## src/rtl/mcd_arb_pkg.sv

```systemverilog
// Shared types and helpers for the memcached DRAM read arbiter:
// master indices, arbiter FSM states and the round-robin priority encoder.
package mcd_arb_pkg;

  localparam int MST_HT    = 0;
  localparam int MST_VS    = 1;
  localparam int MST_BUDDY = 2;
  localparam int MAX_MST   = 4;

  typedef enum logic {
    IDLE  = 1'b0,
    ISSUE = 1'b1
  } arb_state_t;

  // Returns {found, index}: the first set request at or after ptr, wrapping modulo n.
  function automatic logic [2:0] rr_pick(input logic [3:0] req,
                                         input logic [1:0] ptr,
                                         input logic [2:0] n);
    logic [2:0] res;
    logic [2:0] idx;
    res = '0;
    // Scan from the farthest slot back to ptr so the nearest eligible one wins.
    for (int k = 3; k >= 0; k--) begin
      idx = {1'b0, ptr} + 3'(k);
      if (idx >= n) idx = idx - n;
      if ((3'(k) < n) && req[idx[1:0]]) res = {1'b1, idx[1:0]};
    end
    return res;
  endfunction

endpackage

```

## src/rtl/mcd_outst_ctr.sv

```systemverilog
// Per-master count of in-flight read bursts; full stops further grants.
module mcd_outst_ctr #(
  parameter int MAX_OUTST = 8
) (
  input  logic clk,
  input  logic rst,
  input  logic inc,
  input  logic dec,
  output logic full
);

  localparam int CW = $clog2(MAX_OUTST) + 1;

  logic [CW-1:0] cnt;

  // inc is only raised while not full, and dec below zero is ignored.
  always_ff @(posedge clk) begin
    if (rst) begin
      cnt <= '0;
    end else if (inc && !dec) begin
      cnt <= cnt + CW'(1);
    end else if (dec && !inc && (cnt != '0)) begin
      cnt <= cnt - CW'(1);
    end
  end

  assign full = (cnt == CW'(MAX_OUTST));

endmodule

```

## src/rtl/mcd_dram_rd_arbiter.sv

```systemverilog
// Round-robin arbiter sharing one AXI4 read port among NUM_MST memcached masters.
// Optional per-master grant/beat statistics are built when MCD_RD_ARB_STATS_EN is defined.
module mcd_dram_rd_arbiter
  import mcd_arb_pkg::*;
#(
  parameter int NUM_MST   = 3,
  parameter int ADDR_WID  = 32,
  parameter int DATA_WID  = 512,
  parameter int ID_WID    = 5,
  parameter int MAX_OUTST = 8
) (
  input  logic                     mem_clk,
  input  logic                     mem_rst,
  input  logic [NUM_MST-1:0]       s_arvalid,
  output logic [NUM_MST-1:0]       s_arready,
  input  logic [NUM_MST*ADDR_WID-1:0] s_araddr,
  input  logic [NUM_MST*8-1:0]     s_arlen,
  output logic [NUM_MST-1:0]       s_rvalid,
  input  logic [NUM_MST-1:0]       s_rready,
  output logic [DATA_WID-1:0]      s_rdata,
  output logic [1:0]               s_rresp,
  output logic                     s_rlast,
  output logic                     m_arvalid,
  input  logic                     m_arready,
  output logic [ADDR_WID-1:0]      m_araddr,
  output logic [7:0]               m_arlen,
  output logic [ID_WID-1:0]        m_arid,
  input  logic                     m_rvalid,
  output logic                     m_rready,
  input  logic [DATA_WID-1:0]      m_rdata,
  input  logic [1:0]               m_rresp,
  input  logic                     m_rlast,
  input  logic [ID_WID-1:0]        m_rid,
`ifdef MCD_RD_ARB_STATS_EN
  output logic [NUM_MST*32-1:0]    grant_cnt,
  output logic [NUM_MST*32-1:0]    beat_cnt,
`endif
  output logic                     rid_err,
  output logic                     dbg_state
);

  localparam int IDX_W = 2;

  // Handshakes: a transfer happens on a rising edge where valid and ready are both 1;
  // a valid source keeps its payload stable until then, and ready may depend on valid.

  arb_state_t           state, state_nxt;
  logic [IDX_W-1:0]     rr_ptr, gnt_idx;
  logic [NUM_MST-1:0]   full, elig, inc, dec;
  logic [MAX_MST-1:0]   req4;
  logic [2:0]           pick;
  logic                 ar_load, ar_done;
  logic [ADDR_WID-1:0]  sel_addr, araddr_q;
  logic [7:0]           sel_len, arlen_q;
  logic                 rid_ok;
  logic [IDX_W-1:0]     rid_idx;

  assign elig = s_arvalid & ~full;

  always_comb begin
    req4 = '0;
    req4[NUM_MST-1:0] = elig;
  end

  assign pick = rr_pick(req4, rr_ptr, 3'(NUM_MST));

  always_comb begin
    sel_addr = '0;
    sel_len  = '0;
    for (int i = 0; i < NUM_MST; i++) begin
      if (pick[1:0] == IDX_W'(i)) begin
        sel_addr = s_araddr[i*ADDR_WID +: ADDR_WID];
        sel_len  = s_arlen[i*8 +: 8];
      end
    end
  end

  always_comb begin
    state_nxt = state;
    s_arready = '0;
    ar_load   = 1'b0;
    ar_done   = 1'b0;
    case (state)
      IDLE: begin
        if (!mem_rst && pick[2]) begin
          ar_load   = 1'b1;
          state_nxt = ISSUE;
          for (int i = 0; i < NUM_MST; i++) s_arready[i] = (pick[1:0] == IDX_W'(i));
        end
      end
      ISSUE: begin
        if (m_arready) begin
          ar_done   = 1'b1;
          state_nxt = IDLE;
        end
      end
      default: state_nxt = IDLE;
    endcase
  end

  always_ff @(posedge mem_clk) begin
    if (mem_rst) begin
      state    <= IDLE;
      rr_ptr   <= '0;
      gnt_idx  <= '0;
      araddr_q <= '0;
      arlen_q  <= '0;
      rid_err  <= 1'b0;
    end else begin
      state <= state_nxt;
      if (ar_load) begin
        gnt_idx  <= pick[1:0];
        araddr_q <= sel_addr;
        arlen_q  <= sel_len;
      end
      if (ar_done) rr_ptr <= (gnt_idx == IDX_W'(NUM_MST - 1)) ? '0 : gnt_idx + IDX_W'(1);
      if (m_rvalid && !rid_ok) rid_err <= 1'b1;
    end
  end

  assign m_arvalid = (state == ISSUE);
  assign m_araddr  = araddr_q;
  assign m_arlen   = arlen_q;
  assign m_arid    = ID_WID'(gnt_idx);
  assign dbg_state = state;

  // Any id outside the master range (including nonzero upper bits) is drained and dropped.
  assign rid_ok  = (m_rid < ID_WID'(NUM_MST));
  assign rid_idx = m_rid[IDX_W-1:0];

  always_comb begin
    s_rvalid = '0;
    m_rready = 1'b1;
    for (int i = 0; i < NUM_MST; i++) begin
      s_rvalid[i] = m_rvalid && rid_ok && (rid_idx == IDX_W'(i));
      if (rid_ok && (rid_idx == IDX_W'(i))) m_rready = s_rready[i];
    end
  end

  always_comb begin
    for (int i = 0; i < NUM_MST; i++) begin
      inc[i] = ar_done && (gnt_idx == IDX_W'(i));
      dec[i] = s_rvalid[i] && m_rready && m_rlast;
    end
  end

  assign s_rdata = m_rdata;
  assign s_rresp = m_rresp;
  assign s_rlast = m_rlast;

  for (genvar i = 0; i < NUM_MST; i++) begin : g_ctr
    mcd_outst_ctr #(.MAX_OUTST(MAX_OUTST)) u_ctr (
      .clk  (mem_clk),
      .rst  (mem_rst),
      .inc  (inc[i]),
      .dec  (dec[i]),
      .full (full[i])
    );
  end

`ifdef MCD_RD_ARB_STATS_EN
  logic [31:0] gcnt [NUM_MST];
  logic [31:0] bcnt [NUM_MST];

  always_ff @(posedge mem_clk) begin
    for (int i = 0; i < NUM_MST; i++) begin
      if (mem_rst) begin
        gcnt[i] <= '0;
        bcnt[i] <= '0;
      end else begin
        if (inc[i]) gcnt[i] <= gcnt[i] + 32'd1;
        if (s_rvalid[i] && m_rready) bcnt[i] <= bcnt[i] + 32'd1;
      end
    end
  end

  for (genvar i = 0; i < NUM_MST; i++) begin : g_stats
    assign grant_cnt[i*32 +: 32] = gcnt[i];
    assign beat_cnt[i*32 +: 32]  = bcnt[i];
  end
`endif

endmodule

```

## config.mk

```make
export PLATFORM = sky130hd
export DESIGN_NAME = mcd_dram_rd_arbiter
export DESIGN_NICKNAME = d
export VERILOG_FILES = /design/src/rtl/mcd_arb_pkg.sv /design/src/rtl/mcd_outst_ctr.sv /design/src/rtl/mcd_dram_rd_arbiter.sv
export SDC_FILE = /design/constraint.sdc
export NUM_CORES = 1
export LEC_CHECK = 0
export CORE_AREA = 2 2 482 484
export CTS_BUF_LIST = sky130_fd_sc_hd__clkbuf_2 sky130_fd_sc_hd__clkbuf_4 sky130_fd_sc_hd__clkbuf_8
export CTS_CLUSTER_DIAMETER = 100
export DETAILED_ROUTE_END_ITERATION = 7
export DIE_AREA = 0 0 484 486
export PLACE_DENSITY = 0.3
export SYNTH_ARGS = -nofsm -noshare
export SYNTH_HDL_FRONTEND = slang
export SYNTH_SLANG_ARGS = --single-unit
export TNS_END_PERCENT = 30
```

## constraint.sdc

```tcl
create_clock -name mem_clk -period 5.1 [get_ports mem_clk]
set_input_delay 1.02 -clock mem_clk [delete_from_list [all_inputs] [get_ports mem_clk]]
set_output_delay 1.02 -clock mem_clk [all_outputs]
set_load 0.02 [all_outputs]
```

---- After elaboration in Yosys (flattened, before gate mapping) ----
Index checks and enable logic that the tools add are counted.
W data, S select, Z words.
storage, ports and cells
  output and inout port bits .............. 570
  flip-flop bits (word level) ............. 58
  bits of input ports ..................... 650
operators by class
  reductions and logical operators ........ 44
  $lt $le $gt $ge ......................... 7
  bitwise operators ....................... 3
  equality and inequality tests ........... 9
  add/subtract/negate cells ............... 12
  mux-type cells .......................... 36
operators with widths
  operator               number
  $mux W32               3
  $logic_and A1 B1 Y1    27
  $mux W4                6
  $mux W8                3
  $mux W3                5
  $add A4 B1 Y4 const B  3
  $eq A4 B4 Y1 const B   3
  $reduce_bool A4 Y1     3
  $sub A4 B1 Y4 const B  3
  $mux W1                11
  $lt A2 B3 Y1 const B   3
  $logic_not A1 Y1       8
  $mux W2                4
  $bmux W1 S2            3
  $eq A2 B1 Y1 const B   3
  $eq A2 B2 Y1 const B   3
  $ge A3 B2 Y1 const B   2
  $logic_not A2 Y1       3
  $reduce_bool A2 Y1     3
  $sub A2 B2 Y2 const B  3
  $lt A5 B2 Y1 const B   1
  $add A2 B1 Y3 const B  1
  $add A2 B2 Y3 const B  1
  $and A3 B3 Y3          1
  5 further kinds        5

---- Depth between registers and ports, before layout ----
  word-level depth ........................ 12
  mapped depth ............................ 11
  gate-level depth less buffers ........... 10

---- Hierarchy ----
Synthesis repeated with hierarchy kept, for this count alone.
unflattened totals
  cell total of the unflattened synthesis .. 917
  area, all modules ....................... 7676.1 µm²
modules (own cells, without submodules)
  module               seq. area each (µm²)  cells an instance  area each (µm²)  instances
  mcd_dram_rd_arbiter  920.9                 830                6827.8           1
  mcd_outst_ctr        80.1                  29                 282.8            3

---- Worst setup path before layout ----
Ideal clock, no wire load.
  kind .................................... in2reg
  start ................................... input port m_rid[4]
  end ..................................... register g_ctr[1].u_ctr.cnt[3]
  arrival ................................. 3.635 ns
  buffers on the path ..................... 1
  cell stages on the path ................. 11
  path slack .............................. 1.384 ns
  path through ............................ or4b_1 clkbuf_1 nor3_1 a31oi_1 inv_1 ha_1 a21o_1 a21o_1 nor4_1 a31oi_1 o211ai_1
on the way
  elaborated cells between the ends (all ways) .. 17
  classes of those cells .................. order compare: 1; mux: 4; reduce/logical: 12
RTL lines
  item                                                            line                                      source
  from (decl)                                                     mcd_dram_rd_arbiter.sv:33                 input logic [ID_WID-1:0] m_rid,
  $lt A5 B2 Y1 *                                                  mcd_dram_rd_arbiter.sv:128                assign rid_ok = (m_rid < ID_WID'(NUM_MST));
  $logic_and A1 B1 Y1 * (2 in a row)                              mcd_dram_rd_arbiter.sv:135                s_rvalid[i] = m_rvalid && rid_ok && (rid_idx == IDX_W'(i));
  via s_rvalid[1]                                                 mcd_dram_rd_arbiter.sv:18                 output logic [NUM_MST-1:0] s_rvalid,
  $logic_and A1 B1 Y1 * (2 in a row)                              mcd_dram_rd_arbiter.sv:143                dec[i] = s_rvalid[i] && m_rready && m_rlast;
  $logic_not A1 Y1 / $logic_and A1 B1 Y1 (equally long branches)  mcd_outst_ctr.sv:20, mcd_outst_ctr.sv:22
  $logic_and A1 B1 Y1, on equally long branches                   mcd_outst_ctr.sv:20, mcd_outst_ctr.sv:22
  $mux W4 / $reduce_bool A2 Y1 (equally long branches)            --
  to (signal assigned)                                            mcd_outst_ctr.sv:21                       cnt <= cnt + CW'(1);
  to (signal assigned)                                            mcd_outst_ctr.sv:23                       cnt <= cnt - CW'(1);
  to (decl)                                                       mcd_outst_ctr.sv:14                       logic [CW-1:0] cnt;
The timed path passes the listed nets; every way through them passes the cells marked *.
A chain may end at the register's enable or synchronous reset.

---- Worst setup path in the final report ----
  start ................................... input port s_arvalid[2]
  end ..................................... output port s_arready[2]
on the way
  longest elaborated chain between the ends .. 9
  elaborated cells between the ends (all ways) .. 14
  classes of those cells .................. eq/ne: 1; mux: 11; bitwise: 1; reduce/logical: 1
RTL lines
  item                                                        line                                                  source
  from (decl)                                                 mcd_dram_rd_arbiter.sv:14                             input logic [NUM_MST-1:0] s_arvalid,
  $and A3 B3 Y3 *                                             mcd_dram_rd_arbiter.sv:58                             assign elig = s_arvalid & ~full;
  $bmux W1 S2                                                 mcd_arb_pkg.sv:26                                     if ((3'(k) < n) && req[idx[1:0]]) res = {1'b1, idx[1:0]};
  $mux W1 (not written as such)                               mcd_arb_pkg.sv:26
  $mux W3 (2 in a row)                                        mcd_arb_pkg.sv:26
  $mux W3 *                                                   mcd_arb_pkg.sv:26
  $eq A2 B2 Y1 / $logic_and A1 B1 Y1 (equally long branches)  mcd_dram_rd_arbiter.sv:88, mcd_dram_rd_arbiter.sv:85
  $mux W3 *                                                   mcd_dram_rd_arbiter.sv:85                             if (!mem_rst && pick[2]) begin
  $mux W3 *                                                   mcd_dram_rd_arbiter.sv:83                             case (state)
  to (decl)                                                   mcd_dram_rd_arbiter.sv:15                             output logic [NUM_MST-1:0] s_arready,
Mark *: on every way between the ends. The rest lies on a longest branch, timed or not. The select of a mux whose other input is x is not followed.

==> summary.txt <==
Run status
  – Status: finished clean

Setup path
  – Critical Path RT: 4.08 ns
  – Crit-path most repeated cell: clkdlybuf4s50_1
  – Slowest CP cell: clkdlybuf4s50_1
  – Critical path arrival: 3.38 ns
  – Crit-path max FO: 10
  – Setup crit end kind: output port
  – WS Path Type: input pin to output port
  – CP Cell Sequence: clkdlybuf4s50_1 > nand2_2 > a32oi_4 > nand3_2 > nor2_1 > clkdlybuf4s50_1
  – Worst path max stage delay: 0.72 ns
  – Startpoint class of the critical path: input pin

Floorplanning
  – Die W: 484 um
  – Die H: 486 um
  – Initial Util: 3.470%
  – I/O pin count: 1220
  – Site row count: 176
  – Core area: 229500 um2
  – Die area: 235200 um2

STA
  – Fin worst setup slack: 0.7000 ns
  – RSZ-0062 raised after global routing: false
  – Sum Neg Setup Slack: 0 ns
  – F_max: 227.3 MHz
  – Final Skew: 0.03873 ns
  – Final hold vios: 0
  – Max Transition Viols Final: 0
  – Final min period: 4.400 ns
  – Worst-Margin Slew: 0.9782 ns
  – Final setup viols: 0
  – Post-route clock period utilization: 86.28%
  – Max-slew headroom: 34.78%

Logic synthesis
  – Adder-Cell Fraction of Synth Area: 2.011%
  – Cell area after synthesis: 7963 um2
  – Yosys reg bits: 58
  – Cell with the most instances after synthesis: buf_4
  – Seq/Total Area, Yosys: 14.58%
  – Compound-Gate Fraction of Synth Area: 11.88%
  – Mux share of post-synthesis cell area: 4.683%
  – Post-synth top area share: 49.12%
  – Simple-gate share of the synthesized area: 13.92%
  – Cells taking the most area after synthesis: buf_4 (49%), dfxtp_1 (15%), o211ai_1 (5.4%), mux2i_1 (4.4%), nand4_1 (2.4%)
  – Synth Area in XOR/XNOR: 0.3300%
  – Most common library cells after synthesis: buf_4 (521), dfxtp_1 (58), o211ai_1 (57)
  – Synthesized instance count: 1020
  – Syn_area_per_cell: 7.807 um2
  – Post-synth cell types: 54
  – Largest family of logic cells by synthesized area: buffers and inverters
  – EDFF count, synth: 0
  – Async SR Flop Fraction: 0%
  – Synth Flop Type: dfxtp_1
  – Synth area leader: buf_4
  – Ys Warns: 0

Clock tree
  – Setup bufs post-CTS: 0
  – H-Tree Depth: 3
  – CTS Buf Count: 9
  – CTS tree: yes
  – Root buffer cell: clkbuf_8
  – Clk_lat worst skew: 0.48 ns
  – CTS resizes: 0
  – CTS Buffer Depth: 2
  – Post-CTS Hold Buffers: 0
  – Clock sinks: 58
  – Clock Pin Slew Worst Setup and Hold Paths: 0.08 ns

Power and ir drop
  – P_int: 1085 uW
  – Comb pwr share: 39.4%
  – Clock Power Share: 31.2%
  – Switching Fraction: 41.71%
  – Leakage: 0.002327 uW
  – Worst vdd ir: 134.0 uV
  – P_sw: 776.6 uW
  – Sequential power share: 29.4%
  – Pwr dens: 185.8 nW/um2

Route
  – DR pass1 iterations: 6
  – Vias: 5840
  – Wl on met1: 13.53 mm
  – Post-route ant nets: 0
  – Drt initial violations: 328
  – Residual DRC: 0
  – Via density: 1.575
  – Met2 wire length: 46.82 mm
  – Met3 Wirelength: 38.86 mm
  – Drt total wl: 105.6 mm
  – Avg WL per Cell: 28.47 um
  – Top Metal Used: met5

Global routing
  – First-pass GRT wire length: 119.4 mm
  – Vias in the first global route: 5822
  – Tot GR Track Use: 8.641%
  – Initial antenna violation count: 4
  – Largest net degree at the start of global routing: 64
  – Grt ovf: 0

Placement
  – Hpwl dp: 96.76 mm
  – Routability-driven placement congestion ratio: 0.7414
  – Placed insts: 3690
  – Pre-CTS WS: 0.5975 ns
  – IO buf count: 188

Layout
  – Syn-to-layout area delta: 25.88%
  – Final net count: 1336
  – Post-Layout Cell Count: 3709
  – Fraction of layout cells with a size suffix above 1: 10.29%

Run
  – Max Cap Viol: 0

Hold path
  – Hold Crit Class: flop to flop
[metrics by stage]
step                      util [%]  area [um2]  hold slack, ns  total power, uW
after global placement       4.267        9791          0.4539             1320
after global routing         4.366       10020          0.4925             1977
final                        4.368       10020          0.4680             1862
after floorplan                  -        7970          0.4530             1458
after CTS                    4.365       10020          0.4767             1947
after detailed placement     4.267        9791          0.4581             1318
[power by group through the flow]
stage	Combinational, uW	Clock [uW]	Sequential (uW)
2_1_floorplan	851	0	606
3_3_place_gp	761	0	559
3_5_place_dp	759	0	559
4_1_cts	762	636	549
5_1_grt	784	638	555
6_report	734	581	547
[state kept, by name, summed over array words and instances, names as in the netlist]
name	flops
dbg_state	1
g_ctr.u_ctr.cnt	12
gnt_idx	2
m_araddr	32
m_arlen	8
rid_err	1
rr_ptr	2
[cell families (layout without fill, tap and decap cells)]
kind of cell / Yosys count / count (layout)
buffers and inverters: 590 / 248
AND/OR/NAND/NOR: 202 / 202
AO/OA/AOI/OAI: 118 / 118
flip-flops: 58 / 58
multiplexers: 37 / 37
adder cells (fa/ha/maj): 11 / 11
XOR/XNOR: 3 / 3
other: 1 / 6
[final cells by class]
class | count | area, um2
clock inverter | 7 | 101.3
clock buffer | 9 | 123.9
tap | 3026 | 3786
inverter | 19 | 72.57
multi-input combinational | 374 | 2681
sequential | 58 | 1161
antenna | 3 | 7.507
timing repair buffer | 213 | 2090
fill | 27280 | 219400
[path summary, 6_finish.rpt]
kind	start	end	slack (ns)	depth (start not counted)
max	s_arvalid[2]	s_arready[2]	0.70	6
min	m_araddr[21]	m_araddr[21]	0.47	2
min reg2reg	m_araddr[21]	m_araddr[21]	0.47	2
max reg2reg	g_ctr[1].u_ctr.cnt[0]	m_araddr[16]	1.92	7
[per-layer routing]
metal	track usage [%]	up-vias
li1	-	2292
met1	3.141	2514
met2	13.47	756
met3	14.72	276
met4	5.002	2
met5	0.1021	-
[worst max-delay path, delay by kind of cell]
kind            cells  cell delay (ns)
buf+inv             2             1.35
compound gates      1             0.26
simple gates        3             0.74
[layout by cell type, fill, tap and decap left out, types with 5 or more instances in the layout]
master / count
clkdlybuf4s50_1: 186
dfxtp_1: 58
o211ai_1: 57
nand2_1: 48
mux2i_1: 35
nor4_1: 30
nand4_1: 30
nor2_1: 26
buf_4: 25
inv_1: 18
and3_1: 15
nor3_1: 12
o32ai_1: 12
a21oi_1: 10
nand3_1: 9
a221oi_2: 9
clkbuf_8: 9
ha_1: 8
o21ai_0: 5
a21o_1: 5
Note: power is estimated with default switching activity, not from simulation.
